--- config.mk ---
export PLATFORM = sky130hd
export DESIGN_NAME = alu_issue_ctrl
export DESIGN_NICKNAME = d
export VERILOG_FILES = /design/src/rtl/alu_issue_ctrl.sv
export SDC_FILE = /design/constraint.sdc
export NUM_CORES = 1
export LEC_CHECK = 0
export ABC_AREA = 1
export CAP_MARGIN = 15
export CORE_ASPECT_RATIO = 0.7
export CORE_MARGIN = 1
export CORE_UTILIZATION = 44
export DETAILED_ROUTE_END_ITERATION = 8
export PLACE_DENSITY = 0.82
export SYNTH_ARGS = -nofsm -noshare
export SYNTH_HDL_FRONTEND = slang
export SYNTH_SLANG_ARGS = --single-unit
--- constraint.sdc ---
create_clock -name clock -period 5.89 [get_ports clock]
set_clock_uncertainty 0.1 [all_clocks]
set_input_delay 1.178 -clock clock [delete_from_list [all_inputs] [get_ports clock]]
set_output_delay 1.178 -clock clock [all_outputs]
set_load 0.1 [all_outputs]
--- src/rtl/alu_issue_ctrl.sv ---
// ALU issue controller: accepts one ALU request at a time, reads operand A
// and B from the register file, holds the ALU inputs for ALU_LAT cycles,
// then presents the captured result on a valid/ready write-back port.
//
// state | meaning
// IDLE  | ready for a request; illegal opcodes are rejected here
// RDA   | read strobe for operand A (ra)
// RDB   | capture A, read strobe for operand B (rb) unless unary op
// CAPB  | capture B (or zero for NOT/NEG) and the opcode into the ALU inputs
// EXEC  | hold ALU inputs for ALU_LAT cycles, capture result on the last one
// WB    | hold write-back until wb_ready
module alu_issue_ctrl #(
    parameter int unsigned ALU_LAT = 1
) (
    input  logic        clock,
    input  logic        clear,
    input  logic        req_valid,
    output logic        req_ready,
    input  logic [3:0]  req_opcode,
    input  logic [3:0]  req_ra,
    input  logic [3:0]  req_rb,
    input  logic [3:0]  req_rz,
    output logic        rf_rd_en,
    output logic [3:0]  rf_rd_addr,
    input  logic [31:0] rf_rd_data,
    output logic [31:0] alu_A,
    output logic [31:0] alu_B,
    output logic [3:0]  alu_opcode,
    input  logic [31:0] alu_result,
    output logic        wb_valid,
    input  logic        wb_ready,
    output logic [3:0]  wb_addr,
    output logic [31:0] wb_data,
    output logic        illegal
);

    typedef enum logic [2:0] {
        IDLE = 3'd0,
        RDA  = 3'd1,
        RDB  = 3'd2,
        CAPB = 3'd3,
        EXEC = 3'd4,
        WB   = 3'd5
    } state_t;

    localparam logic [3:0] OP_NOT = 4'b0010;
    localparam logic [3:0] OP_NEG = 4'b0011;
    localparam logic [3:0] OP_MAX = 4'b1100;
    // EXEC counts down from ALU_LAT-1 to 0, so it lasts ALU_LAT cycles
    localparam logic [3:0] LAT_M1 = 4'(ALU_LAT - 1);

    state_t     state, state_nxt;
    logic [3:0] op_q, ra_q, rb_q, rz_q;
    logic [3:0] lat_cnt;
    logic       accept, cap_a, cap_b, exec_done;
    logic       unary;

    // NOT and NEG only use operand A
    assign unary = (op_q == OP_NOT) || (op_q == OP_NEG);

    // State register
    always_ff @(posedge clock or posedge clear) begin
        if (clear) state <= IDLE;
        else       state <= state_nxt;
    end

    // Next-state decode and the combinational handshake/read outputs
    always_comb begin
        state_nxt  = state;
        req_ready  = 1'b0;
        rf_rd_en   = 1'b0;
        rf_rd_addr = 4'd0;
        wb_valid   = 1'b0;
        accept     = 1'b0;
        cap_a      = 1'b0;
        cap_b      = 1'b0;
        exec_done  = 1'b0;
        case (state)
            IDLE: begin
                req_ready = 1'b1;
                if (req_valid) begin
                    accept = 1'b1;
                    if (req_opcode <= OP_MAX) state_nxt = RDA;
                end
            end
            RDA: begin
                rf_rd_en   = 1'b1;
                rf_rd_addr = ra_q;
                state_nxt  = RDB;
            end
            RDB: begin
                cap_a = 1'b1;
                if (!unary) begin
                    rf_rd_en   = 1'b1;
                    rf_rd_addr = rb_q;
                end
                state_nxt = CAPB;
            end
            CAPB: begin
                cap_b     = 1'b1;
                state_nxt = EXEC;
            end
            EXEC: begin
                if (lat_cnt == 4'd0) begin
                    exec_done = 1'b1;
                    state_nxt = WB;
                end
            end
            WB: begin
                wb_valid = 1'b1;
                if (wb_ready) state_nxt = IDLE;
            end
            default: state_nxt = IDLE;
        endcase
    end

    // Request fields, ALU operand registers, latency counter and write-back data
    always_ff @(posedge clock or posedge clear) begin
        if (clear) begin
            op_q       <= 4'd0;
            ra_q       <= 4'd0;
            rb_q       <= 4'd0;
            rz_q       <= 4'd0;
            lat_cnt    <= 4'd0;
            alu_A      <= 32'd0;
            alu_B      <= 32'd0;
            alu_opcode <= 4'd0;
            wb_addr    <= 4'd0;
            wb_data    <= 32'd0;
            illegal    <= 1'b0;
        end else begin
            illegal <= accept && (req_opcode > OP_MAX);
            if (accept) begin
                op_q <= req_opcode;
                ra_q <= req_ra;
                rb_q <= req_rb;
                rz_q <= req_rz;
            end
            if (cap_a) alu_A <= rf_rd_data;
            if (cap_b) begin
                alu_B      <= unary ? 32'd0 : rf_rd_data;
                alu_opcode <= op_q;
                lat_cnt    <= LAT_M1;
            end else if (state == EXEC && lat_cnt != 4'd0) begin
                lat_cnt <= lat_cnt - 4'd1;
            end
            if (exec_done) begin
                wb_data <= alu_result;
                wb_addr <= rz_q;
            end
        end
    end

endmodule

==> run_results.csv <==
group,metric,value,unit
clock_tree,cts_setup_buffers,0,
min_path,min_path_cells,2,
timing,hold_ws,365,ps
critical_path,cp-end-kind,"output pin",
min_path,hp-start,"wb_data[13]",
timing,fin_crit_sh,0.698,
clock_tree,clockBufferDepth,2,
clock_tree,clock_sinks,128,
critical_path,crit_arrival,2830,ps
global_routing,grt_pass1_vias,4445,
clock_tree,cts_buffers,17,
clock_tree,cts_root_buf,"clkbuf_16",
place,dp_hpwl,9010,um
place,io_buffers,195,
timing,worstMarginPinSlew,1040,ps
clock_tree,cts.clk_slew.worst_paths,60,ps
route,detail_route.iter0.violations,220,
critical_path,crit_required,4610,ps
die,pin_count,196,
synthesis,synth_top_area_frac,0.622,
synthesis,ys_types,24,
timing,slew_violations,0,
timing,max_slew_margin,0.308,
synthesis,yosysWarnings,0,
route,avgViaCountPerCell,4.99,
layout,nets,786,
clock_tree,cts_tree,"built",
min_path,min_path_type,"register to register",
global_routing,gr-total-overflow,0,
timing,rsz0062_at_grt,"false",
place,gp_congestion,0.870,
critical_path,r2r_cells,7,
status,status,"completed",
critical_path,critPathMaxFanout,34,
synthesis,ys_seq_elements,128,
route,postRouteAntennaNets,0,
timing,finalSetupViolations,0,
route,drc,0,
synthesis,synthCells,510,
global_routing,use_met2,0.382,
critical_path,r2r-start,"lat_cnt[0]",
clock_tree,clk_latency,410,ps
timing,tns,0,ps
die,rows,32,
synthesis,yosysSeqAreaShare,0.622,
timing,fmax,243,MHz
synthesis,syn_area,5150,um^2
timing,period_minus_slack,4110,ps
global_routing,grt_pass1_wl,22100,um
route,wl_per_cell,15.5,um
global_routing,top_usage_layer,"met2",
die,core,11200,um^2
die,start_util,0.460,
clock_tree,h-tree-depth,4,
global_routing,track_usage,0.234,
critical_path,crit_start,"state[2]",
layout,syn_to_final_growth,50.7,%
route,drt_wl_total,13400,um
route,via_count,4320,
synthesis,synth_area_leaders,"dfrtp_1 62%, nand2_1 12%, nand3_1 7.3%",
timing,hold_viol,0,
global_routing,met1_usage,0.285,
critical_path,critical_path_class,"register to output pin",
synthesis,syn-mean-instance-area,10.1,um^2
run,cap_violations,0,
layout,diodes,0,
clock_tree,hold_buffers,0,
clock_tree,ctsResizeCount,0,
global_routing,antenna_found_initial,0,
die,die_area,12200,um^2
global_routing,gr-usage-met3,0.0876,
die,dieHeight,92.6,um
route,dr.pass1.iters,4,
synthesis,synth_nets,596,
synthesis,synth_largest_area_cell,"dfrtp_1",
die,die_w,131,um
global_routing,grt_max_degree,90,
layout,drive_gt1_frac,0.0687,
critical_path,crit_path_start_kind,"register",
[path summary, 6_finish.rpt]
path | slack, ps | end
max | 1780 | rf_rd_addr[3]
max reg2reg | 3320 | wb_data[2]
max in group asynchronous | 3550 | alu_opcode[0]
min | 360 | wb_data[13]
min in group asynchronous | 970 | alu_A[27]
min reg2reg | 360 | wb_data[13]
[synthesized netlist by cell type]
library cell and count:
a21oi_1 14, buf_2 10, buf_4 9, buf_6 2
clkbuf_1 6, dfrtp_1 128, ha_1 2, inv_1 23
inv_2 5, mux2_1 28, mux2_2 4, nand2_1 161
nand2_2 2, nand3_1 75, nand3_2 2, nand3_4 1
nand4_1 2, nor2_1 18, nor2_4 1, nor3_4 1
o21ai_0 3, o21ai_1 7, o22ai_1 5, xor2_1 1
[state kept, by name, summed over array words and instances (netlist names)]
register / count
state: 3
illegal: 1
rb_q: 4
wb_data: 32
alu_A: 32
alu_B: 32
ra_q: 4
alu_opcode: 4
wb_addr: 4
op_q: 4
rz_q: 4
lat_cnt: 4
[routing by layer]
metal  share of wire  vias up
met2            0.47      179
met3           0.095       23
met1            0.42     2081
met4           0.015        0
li1                -     2037
met5               0        -
[cell usage in the layout, fill, tap and decap left out, types with 3 or more instances in the layout]
cell               n
bufinv_16          3
inv_2              5
nand3_1           75
a21oi_1           14
mux2_1            28
o21ai_1            7
o21ai_0            3
dfrtp_1          128
clkbuf_16         17
clkdlybuf4s50_1  195
inv_1             22
clkinv_2           5
clkbuf_1           3
nand2_1          161
mux2_2             4
o22ai_1            5
nor2_1            18
[worst max-delay path, stage by stage, from the launching register on]
cell	delay [ps]
dfrtp_1	460
inv_2	140
nand3_4	390
o22ai_1	260
clkdlybuf4s50_1	1170
[cell type report]
type	count	area, um^2
clock buffers	21	450
clock inverters	11	139
fillers	839	3440
inverters	28	108
multi-input cells	327	1680
flip-flops and latches	128	3200
well taps	153	191
repair buffers	198	1990
[per-stage QoR]
stage | utilization | area (um^2) | instances | setup slack, ps
finish | 0.693 | 7770 | 866 | 1780
global placement | 0.638 | 7150 | 833 | 2210
floorplan | - | 5150 | 510 | 1200
detailed placement | 0.638 | 7150 | 833 | 2170
global route | 0.693 | 7770 | 866 | 1630
CTS | 0.691 | 7740 | 865 | 1740
[kinds of logic after synthesis]
logic type	after synthesis	share of synthesized area
buffers and inverters	55	0.0520
and+or+nand+nor	263	0.221
muxes	32	0.0699
DFF	128	0.622
AOI/OAI and AO/OA	29	0.0294
adders and majority gates	2	0.00485
xor gates and xnor gates	1	0.00170
Power is not shown: default switching activity piles up to over one toggle a cycle in this logic, so the estimate is an artifact.
